==> config.mk <==
export PLATFORM = sky130hd
export DESIGN_NAME = fetch_sequencer_flat
export DESIGN_NICKNAME = d
export VERILOG_FILES = /design/src/rtl/fetch_pkg.sv /design/src/rtl/fetch_sequencer_if.sv /design/src/rtl/fetch_queue.sv /design/src/rtl/fetch_sequencer.sv /design/src/flat_wrapper.sv
export SDC_FILE = /design/constraint.sdc
export NUM_CORES = 1
export LEC_CHECK = 0
export ABC_AREA = 1
export CELL_PAD_IN_SITES_DETAIL_PLACEMENT = 0
export CELL_PAD_IN_SITES_GLOBAL_PLACEMENT = 2
export CORE_UTILIZATION = 33
export CTS_BUF_LIST = sky130_fd_sc_hd__clkbuf_16
export DETAILED_ROUTE_END_ITERATION = 6
export MAX_ROUTING_LAYER = met4
export PLACE_DENSITY_LB_ADDON = 0.2
export SYNTH_ARGS = -nofsm -noshare
export SYNTH_HDL_FRONTEND = slang
export SYNTH_SLANG_ARGS = --single-unit
==> constraint.sdc <==
create_clock -name clk -period 12 [get_ports clk]
set_input_delay 2.4 -clock clk [delete_from_list [all_inputs] [get_ports clk]]
set_output_delay 2.4 -clock clk [all_outputs]
set_load 0.03 [all_outputs]
==> src/rtl/fetch_pkg.sv <==
// rtl/fetch_pkg.sv - shared widths, FSM state and prefetch queue entry type
// Used by fetch_sequencer_if, fetch_queue and fetch_sequencer.
package fetch_pkg;

    localparam int INSTR_W            = 32;
    localparam int ADDR_W             = 32;
    localparam int IMEM_BYTES_DEFAULT = 32;

    typedef enum logic [1:0] {
        RUN   = 2'd0,
        HOLD  = 2'd1,
        FAULT = 2'd2
    } fetch_state_t;

    typedef struct packed {
        logic [ADDR_W-1:0]  pc;
        logic [INSTR_W-1:0] code;
    } fetch_entry_t;

endpackage

==> src/rtl/fetch_sequencer_if.sv <==
// rtl/fetch_sequencer_if.sv - instruction memory, redirect and decode handshake bundle
// master: fetch_sequencer side (drives imem_addr and the inst_* outputs).
// slave : environment side (drives imem_data, redirect_*, inst_ready).
interface fetch_sequencer_if
    import fetch_pkg::*;
#(
    parameter int DEPTH = 4
) ();

    logic [ADDR_W-1:0]      imem_addr;
    logic [INSTR_W-1:0]     imem_data;
    logic                   redirect_valid;
    logic [ADDR_W-1:0]      redirect_pc;
    logic                   inst_valid;
    logic                   inst_ready;
    logic [INSTR_W-1:0]     inst_code;
    logic [ADDR_W-1:0]      inst_pc;
    logic [$clog2(DEPTH):0] queue_count;
    logic                   fetch_fault;

    modport master (
        output imem_addr,
        input  imem_data,
        input  redirect_valid,
        input  redirect_pc,
        output inst_valid,
        input  inst_ready,
        output inst_code,
        output inst_pc,
        output queue_count,
        output fetch_fault
    );

    modport slave (
        input  imem_addr,
        output imem_data,
        output redirect_valid,
        output redirect_pc,
        input  inst_valid,
        output inst_ready,
        input  inst_code,
        input  inst_pc,
        input  queue_count,
        input  fetch_fault
    );

endinterface

==> src/rtl/fetch_queue.sv <==
// rtl/fetch_queue.sv - synchronous prefetch FIFO with push, pop and flush
// Ports: clk, reset (async, active-high), push/push_data, pop, flush,
//        head (entry at read pointer), count (0..DEPTH), full, empty.
module fetch_queue
    import fetch_pkg::*;
#(
    parameter int DEPTH = 4
) (
    input  logic                   clk,
    input  logic                   reset,
    input  logic                   push,
    input  fetch_entry_t           push_data,
    input  logic                   pop,
    input  logic                   flush,
    output fetch_entry_t           head,
    output logic [$clog2(DEPTH):0] count,
    output logic                   full,
    output logic                   empty
);

    localparam int AW = $clog2(DEPTH);
    localparam int CW = AW + 1;

    fetch_entry_t    mem [DEPTH];
    logic [AW-1:0]   rd_ptr;
    logic [AW-1:0]   wr_ptr;
    logic            do_push;
    logic            do_pop;

    assign empty   = (count == '0);
    assign full    = (count == CW'(DEPTH));
    assign do_pop  = pop && !empty;
    // A full queue can still accept a push when the head leaves in the same cycle.
    assign do_push = push && (!full || do_pop);
    assign head    = mem[rd_ptr];

    always_ff @(posedge clk or posedge reset) begin
        if (reset) begin
            for (int i = 0; i < DEPTH; i++) begin
                mem[i] <= '0;
            end
            rd_ptr <= '0;
            wr_ptr <= '0;
            count  <= '0;
        end else if (flush) begin
            // Any pop this cycle is implicitly complete; everything is discarded.
            rd_ptr <= '0;
            wr_ptr <= '0;
            count  <= '0;
        end else begin
            if (do_push) begin
                mem[wr_ptr] <= push_data;
                wr_ptr      <= wr_ptr + AW'(1);
            end
            if (do_pop) begin
                rd_ptr <= rd_ptr + AW'(1);
            end
            if (do_push && !do_pop) begin
                count <= count + CW'(1);
            end else if (!do_push && do_pop) begin
                count <= count - CW'(1);
            end
        end
    end

endmodule

==> src/rtl/fetch_sequencer.sv <==
// rtl/fetch_sequencer.sv - instruction fetch controller with prefetch queue and redirect
// Ports: clk, reset (async, active-high), bus (fetch_sequencer_if.master).
// Optional feature: define FETCH_BOUNDS_CHECK_EN to fault on fetches past
// IMEM_BYTES-4 instead of wrapping the address.
module fetch_sequencer
    import fetch_pkg::*;
#(
    parameter int                IMEM_BYTES = IMEM_BYTES_DEFAULT,
    parameter int                DEPTH      = 4,
    parameter logic [ADDR_W-1:0] RESET_PC   = 32'h0
) (
    input  logic              clk,
    input  logic              reset,
    fetch_sequencer_if.master bus
);

    localparam int CW = $clog2(DEPTH) + 1;

    fetch_state_t      state;
    logic [ADDR_W-1:0] fetch_pc;
    fetch_entry_t      fetch_entry;
    fetch_entry_t      head;
    logic [CW-1:0]     count;
    logic              full;
    logic              empty;
    logic              pop;
    logic              fetch_try;
    logic              push;
    logic              out_of_range;
    logic              going_full;
    logic              unused_redirect_lsbs;

    assign pop       = !empty && bus.inst_ready;
    // Redirect wins: no fetch in the cycle the queue is flushed.
    assign fetch_try = (state != FAULT) && !bus.redirect_valid && (!full || pop);

`ifdef FETCH_BOUNDS_CHECK_EN
    localparam logic [ADDR_W-1:0] LAST_WORD = ADDR_W'(IMEM_BYTES - 4);
    assign out_of_range    = (fetch_pc > LAST_WORD);
    assign bus.imem_addr   = fetch_pc;
    assign bus.fetch_fault = (state == FAULT);
`else
    assign out_of_range    = 1'b0;
    assign bus.imem_addr   = fetch_pc & ADDR_W'(IMEM_BYTES - 1);
    assign bus.fetch_fault = 1'b0;
`endif

    assign push        = fetch_try && !out_of_range;
    assign fetch_entry = '{pc: fetch_pc, code: bus.imem_data};
    assign going_full  = full || (push && (count == CW'(DEPTH - 1)));

    assign unused_redirect_lsbs = ^bus.redirect_pc[1:0];

    fetch_queue #(
        .DEPTH (DEPTH)
    ) u_queue (
        .clk       (clk),
        .reset     (reset),
        .push      (push),
        .push_data (fetch_entry),
        .pop       (pop),
        .flush     (bus.redirect_valid),
        .head      (head),
        .count     (count),
        .full      (full),
        .empty     (empty)
    );

    assign bus.inst_valid  = !empty;
    assign bus.inst_code   = head.code;
    assign bus.inst_pc     = head.pc;
    assign bus.queue_count = count;

    always_ff @(posedge clk or posedge reset) begin
        if (reset) begin
            state    <= RUN;
            fetch_pc <= RESET_PC;
        end else if (bus.redirect_valid) begin
            state    <= RUN;
            fetch_pc <= {bus.redirect_pc[ADDR_W-1:2], 2'b00};
        end else begin
            if (push) begin
                fetch_pc <= fetch_pc + ADDR_W'(4);
            end
            // FAULT is left only through redirect or reset.
            if (state != FAULT) begin
                if (fetch_try && out_of_range) begin
                    state <= FAULT;
                end else if (pop) begin
                    state <= RUN;
                end else if (going_full) begin
                    state <= HOLD;
                end else begin
                    state <= RUN;
                end
            end
        end
    end

endmodule

==> src/flat_wrapper.sv <==
// flat-port wrapper written by rule: the top's interface ports become plain ports
module fetch_sequencer_flat import fetch_pkg::*;
#(
    parameter int                IMEM_BYTES = IMEM_BYTES_DEFAULT,
    parameter int                DEPTH      = 4,
    parameter logic [ADDR_W-1:0] RESET_PC   = 32'h0
)
  (clk, reset, bus_imem_addr, bus_imem_data, bus_redirect_valid, bus_redirect_pc, bus_inst_valid, bus_inst_ready, bus_inst_code, bus_inst_pc, bus_queue_count, bus_fetch_fault);
  fetch_sequencer_if #(.DEPTH(DEPTH)) bus_i ();
  input  logic clk;
  input  logic reset;
  output wire logic [$bits(bus_i.imem_addr)-1:0] bus_imem_addr;
  input wire logic [$bits(bus_i.imem_data)-1:0] bus_imem_data;
  input wire logic [$bits(bus_i.redirect_valid)-1:0] bus_redirect_valid;
  input wire logic [$bits(bus_i.redirect_pc)-1:0] bus_redirect_pc;
  output wire logic [$bits(bus_i.inst_valid)-1:0] bus_inst_valid;
  input wire logic [$bits(bus_i.inst_ready)-1:0] bus_inst_ready;
  output wire logic [$bits(bus_i.inst_code)-1:0] bus_inst_code;
  output wire logic [$bits(bus_i.inst_pc)-1:0] bus_inst_pc;
  output wire logic [$bits(bus_i.queue_count)-1:0] bus_queue_count;
  output wire logic [$bits(bus_i.fetch_fault)-1:0] bus_fetch_fault;
  assign bus_imem_addr = bus_i.imem_addr;
  assign bus_i.imem_data = bus_imem_data;
  assign bus_i.redirect_valid = bus_redirect_valid;
  assign bus_i.redirect_pc = bus_redirect_pc;
  assign bus_inst_valid = bus_i.inst_valid;
  assign bus_i.inst_ready = bus_inst_ready;
  assign bus_inst_code = bus_i.inst_code;
  assign bus_inst_pc = bus_i.inst_pc;
  assign bus_queue_count = bus_i.queue_count;
  assign bus_fetch_fault = bus_i.fetch_fault;
  fetch_sequencer #(.IMEM_BYTES(IMEM_BYTES), .DEPTH(DEPTH), .RESET_PC(RESET_PC)) u_core (.clk(clk), .reset(reset), .bus(bus_i));
endmodule
Word-level counts from Yosys, hierarchy flattened --
Index checks and enable logic that the tools add are counted.
Storage, ports and cells: bits in registers 297, input bits 68
Cells by class: add/sub/neg operators 5, magnitude comparators 3, equal/unequal tests 3, mux-type cells 19, bitwise logic cells 3, reductions and logical operators 24
Operators by type and width (count):
- bitwise mux 256 bit | 1
- two-way mux 64 bit | 3
- binary-select mux 64 bit (select 2 bit) | 1
- demux 64 bit (select 2 bit) | 1
- two-way mux 32 bit | 2
- adder 32 x 3 -> 32 bit, second input constant | 1
- two-way mux 2 bit | 7
- logical AND 1 bit | 9
- two-way mux 3 bit | 3
- nonzero test 2 bit | 4
- greater-or-equal comparator 3 bit, second input constant | 2
- NOT 2 -> 3 bit | 2
- logical NOT 1 bit | 5
- adder 2 x 1 -> 2 bit, second input constant | 2
- adder 3 x 1 -> 3 bit, second input constant | 1
- equality test 3 x 2 -> 1 bit, second input constant | 1
- equality test 3 bit, second input constant | 1
- logical NOT 3 bit | 1
- logical OR 1 bit | 3
- < comparator 3 x 1 -> 1 bit, second input constant | 1
- nonzero test 3 bit | 1
- subtractor 3 x 1 -> 3 bit, second input constant | 1
- != test 2 bit, second input constant | 1
- AND reduction 2 bit | 1
- 2 further kinds | 2

Depth between registers and ports, before layout --
Gate-level depths: netlist (run 1).
depth in word-level cells 11, mapped depth 10

By module --
From an unflattened synthesis (run 1), not the netlist that was laid out.
Second synthesis, totals: cell total of the unflattened synthesis 1915, area total of the unflattened synthesis 14889.3 um^2
By module, submodules not included:
- fetch_queue | instances 1, cells an instance 1538, area an instance 12380.6 um^2, sequential area each 6581.3 um^2
- fetch_sequencer | instances 1, cells an instance 377, area an instance 2508.7 um^2, sequential area each 750.7 um^2

Worst setup path before layout (run 1) --
OpenSTA, ideal clock, no wires.
path type register to output, start register u_core.u_queue.rd_ptr[0], end output port bus_inst_code[12], arrival time 1500 ps, data required time 9600 ps, path slack 8100 ps, cell stages (with the launch flop) 7, path buffers 3, cells stage by stage dfrtp_1 buf_2 clkinv_1 buf_2 buf_2 nor2_1 o22ai_1
Between the ends: cells in the longest elaborated chain, start to end 4
RTL lines:
- start: declaration | line fetch_queue.sv:25 | logic [AW-1:0] rd_ptr;
- start signal: assignment | line fetch_queue.sv:56 | rd_ptr <= rd_ptr + AW'(1);
- NOT 2 -> 3 bit (not written as such) | line fetch_queue.sv:35 | assign head = mem[rd_ptr];
- binary-select mux 64 bit (select 2 bit) | line fetch_queue.sv:35
- two-way mux 64 bit (not written as such) (2 in a row) | line fetch_queue.sv:35
- end: declaration | line flat_wrapper.sv:18 | output wire logic [$bits(bus_i.inst_code)-1:0] bus_inst_code;
No other way between the ends. The select of a mux whose other input is x is not followed.

Final worst setup path (run 1) --
start register u_core.u_queue.rd_ptr[0], end output port bus_inst_pc[18]
Between the ends: cells in the longest elaborated chain, start to end 4
RTL lines:
- NOT 2 -> 3 bit (not written as such) | line fetch_queue.sv:35
- binary-select mux 64 bit (select 2 bit) | line fetch_queue.sv:35
- two-way mux 64 bit (not written as such) (2 in a row) | line fetch_queue.sv:35
- end: declaration | line flat_wrapper.sv:19 | output wire logic [$bits(bus_i.inst_pc)-1:0] bus_inst_pc;
No other way between the ends. The select of a mux whose other input is x is not followed.

==> qor.csv, run 1 <==
stage;metric;value;unit
worst_setup_path;Worst Path Arrival;3.76;ns
sta;final worst path period share;51.3;%
cts;post-CTS setup buffer count;0;
synth;largest cells by area after synthesis;dfrtp_1 (53%), o21ai_0 (14%), nand2_1 (11%);
placed_design;Placement Setup Slack;6.38;ns
final_layout;layout cell share with drive strength beyond 1;4.71;%
final_layout;final std cells w/o fill;2244;
global_route;met3 GRT Util;2.33;%
global_route;largest net degree at the start of global routing;105;
global_route;initial antenna violation count;0;
placed_design;gp weighted congestion;0.833;
sta;worst relative slew slack;37.7;%
global_route;Overflow after GRT;0;
final_layout;most common cell after layout, fill and taps aside;nand2_1;
cts;Clock Tree Buf Depth;3;
sta;endpoints failing hold;0;
cts;clock root cell;clkbuf_16;
power;Net Switching;1.68;mW
routing;DR iter-0 viols;643;
final_layout;Syn-to-layout area delta;17.8;%
cts;Inserted Clock Buffers;35;
synth;Cells after Synth;1616;
worst_setup_path;slowest cell on the critical path;dfrtp_4;
cts;# H-tree levels;2;
synth;Synth area leader;dfrtp_1;
cts;Clk pin slew, worst setup/hold paths;0.06;ns
floorplanning;initial core utilization;33.7;%
global_route;grt peak-use layer;met2;
routing;WL final;37.9;mm
worst_setup_path;worst-path cell chain;inv_4 > buf_4 > o21ai_0 > o22ai_1 > clkdlybuf4s50_1;
final_layout;commonest non-fill, non-tap cells in the layout;nand2_1 (401), o21ai_0 (372), dfrtp_1 (283);
power;Clk pwr share;23.1;%
worst_setup_path;crit end category;output port;
status;status;complete, no violations;
sta;final worst slack;5.84;ns
synth;register area share after synthesis;53.0;%
routing;drt via density;4.83;
flow_run;Max Cap Violations;0;
floorplanning;core footprint;0.0399;sq mm
sta;setup violators final;0;
routing;Residual DRC;0;
power;Max IR drop VDD;0.118;mV
floorplanning;Die W;204;um
sta;Setup Skew;0.0185;ns
cts;post-CTS sizing;0;
floorplanning;die area;0.0416;sq mm
sta;actual slew at the worst max-slew pin;0.935;ns
routing;Final ANT Viol Nets;0;
power;Comb power frac;38.5;%
global_route;vias in the first global route;10700;
floorplanning;Die Span Y;204;um
worst_setup_path;Worst Path Required;9.60;ns
global_route;met2 usage;29.4;%
power;Reg power frac;38.3;%
placed_design;I/O Buffers;134;
sta;Slew Limit Fails;0;
power;static leakage;7.25;nW
synth;Ys Warns;0;
global_route;first-pass GRT wire length;60.6;mm
worst_setup_path;Startpoint Class;register;
routing;Avg WL per Cell;16.9;um
sta;Final TNS setup;0;ns
worst_setup_path;Crit Path Class;reg2out;
power;pwr dens;268;mW/mm^2
final_layout;Antenna diodes;0;
global_route;met1 Track Usage GR;26.8;%
routing;Initial DRT Pass Iterations;4;
cts;clock sinks;285;
min_path;Hold WC Path Type;reg2reg;
sta;f_max;0.162;GHz
cts;CTS tree;built;
final_layout;Final nets;1768;
cts;CTS Hold Bufs;0;
synth;Post-Syn Area;0.0134;sq mm
global_route;total track usage;19.2;%
synth;synth unique cells;32;
power;Net Sw Frac;39.7;%
placed_design;post-DP HPWL;22.5;mm
floorplanning;IO Pins;169;
placed_design;placed cell area;0.0148;sq mm
power;Internal;2.55;mW
synth;Yosys top cell area share;53.0;%
worst_setup_path;crit-path max FO;72;
synth;FF+latch count, synth;285;
sta;Final min period;6.16;ns
power;Pwr Total;4.24;mW
routing;detailed-route via count;10800;
synth;syn avg cell area;8.32;sq um
floorplanning;# rows;73;
final_layout;Final Cell Area;0.0158;sq mm
final_layout;Final Util;39.7;%
worst_setup_path;Critical Path Max Stage Delay;0.72;ns
sta;RSZ-0062 raised after global routing;false;
placed_design;Placed Cells;2182;
cts;Worst-Skew Late Latency;0.53;ns
sta;Hold Worst Slack;0.477;ns
[worst max-delay path, delay by kind of cell, from the launching register on]
kind,cells,cell delay (ns)
AO/OA/AOI/OAI,2,0.42
buffers and inverters,3,1.97
flip-flops,1,0.72
[flip-flops by register name, summed over array words and instances (netlist names)]
register / flops
u_core.u_queue.mem: 248
u_core.fetch_pc: 30
u_core.u_queue.count: 3
u_core.u_queue.rd_ptr: 2
u_core.u_queue.wr_ptr: 2
[routing by layer]
metal / vias up / wire [um]
met5: - / 0
li1: 5408 / -
met3: 47 / 1320
met4: 0 / 806
met1: 5188 / 18900
met2: 192 / 16900
[cells in the mapped netlist (all sizes together)]
cell type and count:
a21oi 7, o22ai 65, dfrtp 285, inv 79
conb 1, o221ai 1, nand3 33, ha 5
fa 1, buf 78, nand2 408, o211ai 2
nor2 184, clkinv 2, xnor2 1, o21ai 385
clkbuf 58, xor2 10, a31oi 2, a22oi 8
nor3 1
[cell families (layout without fill, tap and decap cells)]
logic type               Yosys count  after routing  share of synthesized area [%]
flip-flops                       285            285                           53.0
other                              1             32                         0.0279
AND/OR/NAND/NOR                  626            626                           18.4
AO/OA/AOI/OAI                    470            470                           18.3
adder cells (fa/ha/maj)            6              6                          0.614
buffers and inverters            217            289                           8.87
XOR/XNOR                          11             11                          0.717
[final cells by class]
cell class                      instances  area (sq um)
Clock buffer                           36           901
Clock inverter                         26           154
Fill cell                            4177         24100
Inverter                               81           319
Multi-Input combinational cell       1145          5240
Sequential cell                       285          7140
Tap cell                              525           657
Timing Repair Buffer                  146          1430
[power by group through the flow]
stage                     clock [mW]  sequential [mW]  combinational, mW
after floorplan                    0             1.57               1.13
after global placement             0             1.63               1.64
after detailed placement           0             1.64               1.66
after CTS                       1.01             1.62               1.66
after global routing            1.06             1.68               1.81
final                          0.980             1.62               1.63
[path summary, 6_finish.rpt]
kind	from	to	slack, ns	depth (start not counted)
max reg2reg	u_core.u_queue.count[1]	u_core.u_queue.mem[15]	9.36	7
max in group asynchronous	reset	u_core.u_queue.rd_ptr[0]	7.55	4
min in group asynchronous	reset	u_core.u_queue.mem[22]	2.35	2
max	u_core.u_queue.rd_ptr[0]	bus_inst_pc[18]	5.84	5
min	u_core.u_queue.mem[175]	u_core.u_queue.mem[175]	0.48	2
min reg2reg	u_core.u_queue.mem[175]	u_core.u_queue.mem[175]	0.48	2
(Power assumes the default switching activity.)
==> inputs of run 2 (changes only) <==
Clock period 12 ns to 5.7 ns, I/O delays scaled along.
==> qor.csv, run 2 (synthesis results as in run 1) <==
stage;metric;value;unit;change
routing;Final ANT Viol Nets;0;;unchanged
final_layout;final std cells w/o fill;2251;;+0.31%
routing;WL final;38.6;mm;+1.9%
cts;CTS tree;built;;
cts;# H-tree levels;2;;unchanged
global_route;Overflow after GRT;0;;unchanged
final_layout;Syn-to-layout area delta;18.9;%;
sta;worst relative slew slack;28.4;%;-9.3 points
sta;f_max;0.214;GHz;
cts;post-CTS setup buffer count;0;;unchanged
global_route;largest net degree at the start of global routing;163;;+55%
worst_setup_path;Worst Reg-to-Reg Cells;7;;unchanged
worst_setup_path;Reg-to-Reg End;u_core.u_queue.mem[153];;
sta;actual slew at the worst max-slew pin;1.07;ns;+0.139 ns
final_layout;filler cell count;4137;;-0.96%
sta;setup violators final;0;;unchanged
routing;DR iter-0 viols;725;;+13%
sta;final worst path period share;82.0;%;
global_route;total track usage;19.6;%;+0.47 points
cts;Clock Tree Buf Depth;3;;unchanged
final_layout;largest registers;u_core.u_queue.mem (248), u_core.fetch_pc (30), u_core.u_queue.count (3);;
cts;Clk pin slew, worst setup/hold paths;0.06;ns;about the same
final_layout;Antenna diodes;0;;unchanged
worst_setup_path;crit path capture;bus_inst_pc[14];;
routing;Initial DRT Pass Iterations;5;;+1
power;pwr dens;571;mW/mm^2;+110%
floorplanning;Die Span Y;204;um;unchanged
placed_design;post-DP HPWL;23.2;mm;+3.3%
global_route;vias in the first global route;10800;;+0.91%
worst_setup_path;reg2reg start;u_core.u_queue.count[1];;
final_layout;Final nets;1773;;+0.28%
floorplanning;IO Pins;169;;unchanged
cts;Worst-Skew Late Latency;0.53;ns;about the same
final_layout;Reg with most FFs;u_core.u_queue.mem;;
power;static leakage;7.33;nW;+1.0%
sta;endpoints failing hold;0;;unchanged
cts;clock sinks;285;;unchanged
sta;Slew Limit Fails;0;;unchanged
final_layout;Final Cell Area;0.0160;sq mm;+0.96%
routing;Residual DRC;0;;unchanged
floorplanning;core footprint;0.0399;sq mm;unchanged
placed_design;placed cell area;0.0148;sq mm;+0.35%
floorplanning;# rows;73;;unchanged
placed_design;Placed Cells;2186;;+0.18%
final_layout;most common cell after layout, fill and taps aside;nand2_1;;
power;Max IR drop VDD;0.199;mV;+68%
cts;post-CTS sizing;0;;unchanged
final_layout;layout cell share with drive strength beyond 1;5.04;%;+0.33 points
cts;clock root cell;clkbuf_16;;
global_route;first-pass GRT wire length;61.8;mm;+1.9%
worst_setup_path;crit end category;output port;;
worst_setup_path;Worst Path Arrival;3.53;ns;-0.23 ns
sta;Final min period;4.67;ns;
routing;detailed-route via count;10900;;+0.69%
flow_run;Max Cap Violations;0;;unchanged
worst_setup_path;Crit Path Class;reg2out;;
routing;drt via density;4.85;;+0.38%
worst_setup_path;Startpoint Class;register;;
worst_setup_path;Setup crit start;u_core.u_queue.rd_ptr[0];;
floorplanning;die area;0.0416;sq mm;unchanged
status;status;complete, no violations;;
final_layout;commonest non-fill, non-tap cells in the layout;nand2_1 (401), o21ai_0 (372), dfrtp_1 (283);;
placed_design;I/O Buffers;134;;unchanged
sta;Final TNS setup;0;ns;unchanged
worst_setup_path;reg2reg setup slack;3.12;ns;-6.24 ns
global_route;initial antenna violation count;0;;unchanged
cts;CTS Hold Bufs;0;;unchanged
sta;Setup Skew;0.0156;ns;-0.00288 ns
cts;Inserted Clock Buffers;36;;+2.9%
worst_setup_path;Worst Path Required;4.56;ns;-5.04 ns
final_layout;max reg flops;248;;unchanged
worst_setup_path;crit-path max FO;66;;-8.3%
routing;Avg WL per Cell;17.2;um;+1.6%
floorplanning;initial core utilization;33.7;%;unchanged
min_path;Hold WC Path Type;reg2reg;;
sta;RSZ-0062 raised after global routing;false;;
floorplanning;Die W;204;um;unchanged
placed_design;gp weighted congestion;0.801;;-3.9%
-- run 2: worst max-delay path, stage by stage, from the launching register on --
cell,delay [ns]
dfrtp_4,0.89
buf_4,0.68
o21ai_0,0.16
o22ai_1,0.46
clkdlybuf4s50_1,0.78
-- run 2: area by class of cell --
type                    count  area (sq um)  share of cell area, %
repair buffers            150          1490                   9.30
inverters                  81           315                   1.97
flip-flops and latches    285          7140                   44.6
well taps                 525           657                   4.11
clock buffers              37           926                   5.79
multi-input cells        1145          5240                   32.8
clock inverters            28           230                   1.44
-- run 2: worst min-delay path by stage --
stage,cells after the start,to,from
global route,2,u_core.u_queue.mem[86],u_core.u_queue.mem[86]
finish,2,u_core.u_queue.mem[89],u_core.u_queue.mem[89]
detailed placement,2,u_core.u_queue.mem[113],u_core.u_queue.mem[113]
CTS,2,u_core.u_queue.mem[113],u_core.u_queue.mem[113]
floorplan,2,u_core.u_queue.mem[100],u_core.u_queue.mem[100]
global placement,2,u_core.u_queue.mem[175],u_core.u_queue.mem[175]
-- run 2: power breakdown --
group          leakage (nW)  internal, mW  total (mW)  switching (mW)
Combinational          3.17          1.29        3.45            2.16
Clock                 0.600          1.36        2.25           0.890
Sequential             3.56          2.91        3.43           0.524
-- run 2: layer usage --
metal,global-route usage [%],up-vias,wire [um]
li1,-,5424,-
met1,27.1,5198,18700
met2,30.0,233,17300
met3,2.73,55,1660
met4,5.59,0,929
met5,-,-,0
-- run 2: stage by stage --
stage / util (%) / setup WS (ns) / hold slack, ns / total power, mW
2_1_floorplan: - / 0.783 / 0.448 / 5.68
3_3_place_gp: 37.2 / 1.54 / 0.460 / 6.91
3_5_place_dp: 37.2 / 1.58 / 0.468 / 6.96
4_1_cts: 40.1 / 0.986 / 0.481 / 9.27
5_1_grt: 40.1 / 0.814 / 0.496 / 9.80
6_report: 40.1 / 1.03 / 0.477 / 9.12
==> inputs of run 3 (changes only) <==
Settings changed: CORE_UTILIZATION 33 to 30.
Clock period 5.7 ns to 3.9 ns, I/O delays scaled along.
==> qor.csv, run 3 (synthesis results as in run 1) <==
stage;metric;value;unit;change
status;status;complete, no violations;;
sta;final worst slack;0.219;ns;-0.807 ns
worst_setup_path;Startpoint Class;register;;
final_layout;Final nets;1783;;+0.56%
final_layout;layout cell share with drive strength beyond 1;5.53;%;+0.49 points
worst_setup_path;Worst Path Buf+Inv;2;;unchanged
worst_setup_path;Worst Path Arrival;2.90;ns;-0.63 ns
worst_setup_path;worst-path cell chain;buf_4 > o21ai_0 > o22ai_1 > clkdlybuf4s50_1;;
worst_setup_path;Crit Path Class;reg2out;;
placed_design;I/O Buffers;134;;unchanged
routing;WL final;39.1;mm;+1.2%
power;static leakage;7.42;nW;+1.3%
cts;clock root cell;clkbuf_16;;
cts;Inserted Clock Buffers;36;;unchanged
cts;# H-tree levels;2;;unchanged
placed_design;placed cell area;0.0151;sq mm;+2.0%
sta;Slew Limit Fails;0;;unchanged
global_route;Overflow after GRT;0;;unchanged
routing;Avg WL per Cell;16.8;um;-2.1%
cts;post-CTS setup buffer count;0;;unchanged
placed_design;Placement Setup Slack;0.691;ns;-0.889 ns
cts;Clk pin slew, worst setup/hold paths;0.06;ns;about the same
routing;detailed-route via count;11000;;+0.63%
sta;actual slew at the worst max-slew pin;0.810;ns;-0.263 ns
sta;RSZ-0062 raised after global routing;false;;
worst_setup_path;Worst Reg-to-Reg Cells;10;;+3
worst_setup_path;Worst Path Required;3.12;ns;-1.44 ns
power;Comb power frac;38.4;%;+0.6 points
floorplanning;Die Span Y;214;um;+4.8%
global_route;vias in the first global route;10700;;-0.66%
cts;CTS Hold Bufs;0;;unchanged
power;Reg power frac;37.3;%;-0.3 points
placed_design;post-DP HPWL;24.9;mm;+7.2%
worst_setup_path;slowest cell on the critical path;clkdlybuf4s50_1;;
sta;Final min period;3.68;ns;
final_layout;Syn-to-layout area delta;21.1;%;
sta;setup violators final;0;;unchanged
routing;Residual DRC;0;;unchanged
cts;Clock Tree Buf Depth;3;;unchanged
cts;CTS tree;built;;
global_route;largest net degree at the start of global routing;129;;-21%
final_layout;commonest non-fill, non-tap cells in the layout;nand2_1 (401), o21ai_0 (372), dfrtp_1 (283);;
final_layout;Reg with most FFs;u_core.u_queue.mem;;
sta;worst relative slew slack;46.0;%;+18 points
routing;Initial DRT Pass Iterations;7;;+2
placed_design;gp weighted congestion;0.810;;+1.1%
cts;Worst-Skew Late Latency;0.53;ns;about the same
final_layout;max reg flops;248;;unchanged
flow_run;Max Cap Violations;0;;unchanged
final_layout;Final Util;36.8;%;-3.3 points
worst_setup_path;crit end category;output port;;
worst_setup_path;crit-path max FO;62;;-6.1%
routing;drt via density;4.72;;-2.7%
sta;Setup Skew;0.0198;ns;+0.00420 ns
power;Net Switching;5.22;mW;+46%
final_layout;most common cell after layout, fill and taps aside;nand2_1;;
min_path;Hold WC Path Type;reg2reg;;
floorplanning;# rows;77;;+5.5%
power;Internal;8.18;mW;+47%
final_layout;largest registers;u_core.u_queue.mem (248), u_core.fetch_pc (30), u_core.u_queue.count (3);;
floorplanning;Die W;214;um;+4.8%
sta;f_max;0.272;GHz;
floorplanning;die area;0.0457;sq mm;+9.9%
sta;final worst path period share;94.4;%;
power;Clk pwr share;24.3;%;-0.3 points
worst_setup_path;Top delay family on crit path;buffers and inverters;;
floorplanning;IO Pins;169;;unchanged
power;pwr dens;823;mW/mm^2;+44%
power;Max IR drop VDD;0.312;mV;+57%
min_path;Min-Delay Path Depth;2;;unchanged
final_layout;Final Cell Area;0.0163;sq mm;+1.8%
floorplanning;initial core utilization;30.4;%;-3.3 points
global_route;initial antenna violation count;0;;unchanged
sta;endpoints failing hold;0;;unchanged
global_route;first-pass GRT wire length;62.2;mm;+0.69%
worst_setup_path;Critical Path Max Stage Delay;0.76;ns;-0.13 ns
floorplanning;core footprint;0.0442;sq mm;+11%
power;Pwr Total;13.4;mW;+47%
cts;clock sinks;285;;unchanged
routing;DR iter-0 viols;767;;+5.8%
final_layout;Antenna diodes;0;;unchanged
power;Net Sw Frac;39.0;%;-0.17 points
global_route;total track usage;18.3;%;-1.4 points
worst_setup_path;Crit. path cell count;4;;unchanged
routing;Final ANT Viol Nets;0;;unchanged
==> run 3: changes by cell type in the layout (fill, tap and decap cells not counted) <==
| cell | delta |
|---|---|
| buf_12 | +11 |
| inv_6 | -2 |
| clkinv_2 | +1 |
| buf_6 | +1 |
| clkinv_1 | +2 |
| buf_4 | -2 |
| inv_1 | -2 |
==> run 3: power groups by stage <==
stage,logic [mW],clock network [mW],registers (mW)
after CTS,5.25,3.39,4.99
after floorplan,3.48,0,4.83
final,5.15,3.25,5.00
after global routing,5.75,3.49,5.17
after global placement,5.20,0,5.00
after detailed placement,5.24,0,5.03
==> run 3: metrics by stage <==
step	setup TNS (ns)	hold WS, ns	std cells
finish	0	0.477	2327
floorplan	-187.32	0.448	1647
detailed placement	0	0.468	2263
global placement	0	0.461	2263
CTS	0	0.481	2327
global route	0	0.492	2327
==> run 3: repair_timing <==
item / 4_1_cts / 5_1_grt
resized for setup: 0 / 1
endpoints found under the hold margin: 0 / 0
endpoints found under the setup margin: 0 / 1
==> run 3: path summary, 6_finish.rpt <==
kind | start | end | slack, ns
max | u_core.u_queue.rd_ptr[1] | bus_inst_pc[16] | 0.22
min | u_core.u_queue.mem[177] | u_core.u_queue.mem[177] | 0.48
max reg2reg | u_core.fetch_pc[3] | u_core.fetch_pc[26] | 1.77
min reg2reg | u_core.u_queue.mem[177] | u_core.u_queue.mem[177] | 0.48
max in group asynchronous | reset | u_core.fetch_pc[25] | 2.14
min in group asynchronous | reset | u_core.u_queue.mem[215] | 0.63
==> run 3: area by class of cell <==
class                   instances  area, sq um
repair buffers                160         1700
flip-flops and latches        285         7140
clock inverters                27          218
inverters                      81          315
multi-input cells            1145         5240
fillers                      4592        27900
clock buffers                  37          926
well taps                     592          741
==> run 3: per-layer routing <==
metal / track usage [%] / vias up / share of wire, %
li1: - / 5444 / -
met1: 25.3 / 5271 / 49
met2: 27.5 / 208 / 45
met3: 2.33 / 56 / 3.4
met4: 6.13 / 0 / 2.5
met5: - / - / 0
==> run 3: worst reg2reg max path, delay by kind of cell (launching register included) <==
kind | cells | cell delay, ns
simple gates | 8 | 0.93
flops | 1 | 0.47
fa+ha+maj | 1 | 0.36
buf+inv | 1 | 0.24
==> RTL edit 1: new RTL, config.mk and constraints of run 1 <==
`ADDR_W`: 32 -> 28.
--- a/src/rtl/fetch_pkg.sv
+++ b/src/rtl/fetch_pkg.sv
@@ -3,7 +3,7 @@
 package fetch_pkg;
 
     localparam int INSTR_W            = 32;
-    localparam int ADDR_W             = 32;
+    localparam int ADDR_W             = 28;
     localparam int IMEM_BYTES_DEFAULT = 32;
 
     typedef enum logic [1:0] {
Interface: changed (resized bus_imem_addr, bus_inst_pc and bus_redirect_pc); port bits go from 169 to 157. No check against the original RTL was run, so the function may have changed too.
==> RTL edit 1 against run 1 <==
  * Power decreased by 6.4%
  * Setup slack got worse by 0.23 ns
  * Clock skew increased by 0.0014 ns
  * Sequential cell count decreased by 20
  * Combinational power decreased by 6%
  * Design area decreased by 7.6%
  * Global-route usage decreased by 0.24 points
  * Sequential power decreased by 6%
  * Wire length decreased by 9.2%
  * Synthesized area decreased by 8.3%
  * Die area decreased by 8.3%
  * Highest routed layer unchanged
==> RTL edit 1: results (changes against run 1) <==
Worst Hold End -> u_core.u_queue.mem[67]
WL/cell -> 16.8 um (-0.72%)
Worst R2R End -> u_core.u_queue.mem[218]
Port bufs -> 126 (-6.0%)
RR Startpoint -> u_core.u_queue.count[1]
CP max-delay cell -> clkdlybuf4s50_1
Number of CTS-inserted buffers -> 34 (-2.9%)
First-pass GRT wire length -> 55.5 mm (-8.5%)
Area contributors post-synth -> dfrtp_1 54%, o21ai_0 14%, nand2_1 11%, nor2_1 5.0%, o22ai_1 3.1%
Vias in the first global route -> 9,990 (-6.7%)
DR vias/cell -> 4.85 (+0.53%)
Share of post-route cells with drive strength above 1 -> 0.0404 (-0.00674)
Seq/Total Area, Yosys -> 0.538 (+0.00770)
Drt pass-1 iters -> 5 (+1)
Total GRT Usage -> 0.189 (-0.00242)
Clock latency on the worst-skew pair -> 0.51 ns (-0.02 ns)
Data arrival time of the critical path -> 3.99 ns (+0.23 ns)
Min-Delay Startpoint -> u_core.u_queue.mem[67]
Leakage Power -> 6.77 nW (-6.6%)
Fin crit share -> 0.532 (+0.0190)
Synth Flop Type -> dfrtp_1
# diodes -> 0 (unchanged)
Setup Skew -> 0.0199 ns (+0.00141 ns)
NumNets Final -> 1,632 (-7.7%)
Outcome -> finished clean
Hold WS -> 0.475 ns (-0.00186 ns)
Regs by FF count -> u_core.u_queue.mem: 232 flops, u_core.fetch_pc: 26 flops, u_core.u_queue.count: 3 flops
Post-DP HPWL -> 20.0 mm (-11%)
Crit Path Max Fanout -> 65 (-9.7%)
Synth cell types -> 29 (-9.4%)
Dpl ws -> 6.01 ns (-0.363 ns)
Slew @ Worst Pin -> 1.02 ns (+0.0857 ns)
GPL Wtd Cong -> 0.807 (-3.2%)
Initial DRC count -> 597 (-7.2%)
R2R setup slack -> 9.26 ns (-0.10 ns)
Worst Setup EP -> bus_inst_pc[16]
Max incr delay on CP -> 0.76 ns (+0.04 ns)
Pin count of the biggest net entering global routing -> 140 (+33%)
Synth top cells by count -> 351 x nand2_1, 335 x o21ai_0, 265 x dfrtp_1
Max VDD drop -> 0.0890 mV (-25%)
[RTL edit 1: cell types whose count changed after synthesis, sizes merged, moves of 3 or more]
cell and delta:
xor2 -6, inv +4, o21ai -14, clkbuf -4, nand4 +4, nand2 -52
nor2 -19, a22oi -6, dfrtp -20, o22ai -3, nand3 -3, buf -7
[RTL edit 1: area by class of cell]
type / count / area, um^2
Multi-Input combinational cell: 1043 / 4760
Timing Repair Buffer: 135 / 1340
Clock buffer: 35 / 876
Clock inverter: 24 / 106
Sequential cell: 265 / 6640
Tap cell: 468 / 586
Fill cell: 3864 / 22100
Inverter: 83 / 323
[RTL edit 1: logic make-up (layout without fill, tap and decap cells)]
group / Yosys count / after routing / synth area share
AO/OA/AOI/OAI: 449 / 449 / 0.190
XOR/XNOR: 4 / 4 / 0.00284
adder cells (fa/ha/maj): 6 / 6 / 0.00670
buffers and inverters: 208 / 277 / 0.0846
flip-flops: 265 / 265 / 0.538
other: 1 / 28 / 0.000304
AND/OR/NAND/NOR: 556 / 556 / 0.178
[RTL edit 1: where the power goes]
group | internal, W | switching, W
Combinational | 0.000577 | 0.000965
Clock | 0.000526 | 0.000380
Sequential | 0.00129 | 0.000229
Total | 0.00239 | 0.00157
[RTL edit 1: metrics by stage]
step | area (um^2) | std cells
2_1_floorplan | 12400 | 1516
3_3_place_gp | 13600 | 1994
3_5_place_dp | 13600 | 1994
4_1_cts | 14600 | 2053
5_1_grt | 14600 | 2053
6_report | 14600 | 2053
[RTL edit 1: routing by layer]
layer	track usage	vias to the layer above	share of wire
met1	0.254	4768	0.49
met3	0.0264	42	0.032
met4	0.0478	0	0.018
met2	0.301	165	0.46
li1	-	4990	-
met5	-	-	0
[RTL edit 1: worst min-delay path, stage by stage (launching register included)]
cell and delay, ns:
dfrtp_1 0.34, nand2_1 0.05, o21ai_0 0.06
==> RTL edit 2: new RTL, config.mk and constraints of run 1 <==
Made on the original files. Reset style: synchronous (`reset`), changed in 2 clocked blocks. Comments in the files are not updated.
--- a/src/rtl/fetch_queue.sv
+++ b/src/rtl/fetch_queue.sv
@@ -34,7 +34,7 @@
     assign do_push = push && (!full || do_pop);
     assign head    = mem[rd_ptr];
 
-    always_ff @(posedge clk or posedge reset) begin
+    always_ff @(posedge clk) begin
         if (reset) begin
             for (int i = 0; i < DEPTH; i++) begin
                 mem[i] <= '0;
--- a/src/rtl/fetch_sequencer.sv
+++ b/src/rtl/fetch_sequencer.sv
@@ -71,7 +71,7 @@
     assign bus.inst_pc     = head.pc;
     assign bus.queue_count = count;
 
-    always_ff @(posedge clk or posedge reset) begin
+    always_ff @(posedge clk) begin
         if (reset) begin
             state    <= RUN;
             fetch_pc <= RESET_PC;
Formal check against the unedited RTL: differs if reset is asserted again (counterexample within 4 cycles, from zero or initial values and one cycle with reset high); with reset held inactive, the same outputs for 4 cycles.
==> RTL edit 2 against run 1 <==
  * Wire length decreased by 4.1%
  * Worst hold slack got worse by 0.015 ns
  * Non-clock buffer count increased by 1
  * Design area increased by 1.1%
  * Final cell count decreased by 8.6%
  * First-iteration DRC count decreased by 21%
  * Via count decreased by 10%
  * Largest cell class unchanged
  * Fmax increased by 4.3%
  * Setup slack improved by 0.25 ns
  * Sequential cell count increased by 2
  * Synthesized area decreased by 0.78%
Power is not compared: it rests on default switching activity, and its combinational part moved more than twofold at a synthesized area within 25%.
==> RTL edit 2: results (changes against run 1) <==
Data buffer area share -> 0.0899 (-0.000534)
Seq/Total Area, Yosys -> 0.617 (+0.0863)
Drt pass-1 iters -> 5 (+1)
Total GRT Usage -> 0.182 (-0.00954)
Clock Buffer Count -> 35 (-2.8%)
DRT Wirelength -> 36.4 mm (-4.1%)
Placed instance count -> 1,993 (-8.7%)
Clock latency on the worst-skew pair -> 0.51 ns (-0.02 ns)
Synth cell types -> 30 (-6.3%)
Nonclk inv count -> 159 (+96%)
Total number of vias -> 9,723 (-10%)
Outcome -> finished clean
Worst Setup EP -> bus_inst_pc[19]
First-pass GRT wire length -> 55.7 mm (-8.1%)
Synth Area in Compound Gates -> 0.103 (-0.0803)
R2R setup slack -> 8.72 ns (-0.64 ns)
Met2 routed WL -> 17.1 mm (+0.81%)
Data arrival time of the critical path -> 3.51 ns (-0.25 ns)
Number of CTS-inserted buffers -> 34 (-2.9%)
Multi-In Gates -> 875 (-24%)
GPL Wtd Cong -> 0.774 (-7.1%)
EDFF count, synth -> 248 (+248)
Met2 GRT Util -> 0.292 (-0.00239)
Ys async rst share -> 0 (-1.00)
RR Startpoint -> u_core.u_queue.count[1]
M1 wire length -> 17.3 mm (-8.5%)
Synth Area per Inst -> 9.53 um^2 (+15%)
RTL edit 2: cell count changes after synthesis, moves of 62 or more:
cell and change:
dfrtp_1 -285, edfxtp_1 +248, inv_1 +62, nand2_1 -286, nor2_1 +210, o21ai_0 -211
RTL edit 2: critical path, cell delays in order (launching register included):
cell	delay (ns)
dfxtp_4	0.54
inv_4	0.51
buf_4	0.71
o21ai_0	0.16
o22ai_1	0.28
clkdlybuf4s50_1	0.73
RTL edit 2: power by group through the flow:
stage / registers [W] / clock network, W / logic (W)
4_1_cts: 0.00116 / 0.000946 / 0.000307
2_1_floorplan: 0.00118 / 0 / 0.000188
5_1_grt: 0.00117 / 0.000983 / 0.000327
3_5_place_dp: 0.00119 / 0 / 0.000306
3_3_place_gp: 0.00118 / 0 / 0.000305
6_report: 0.00116 / 0.000922 / 0.000300
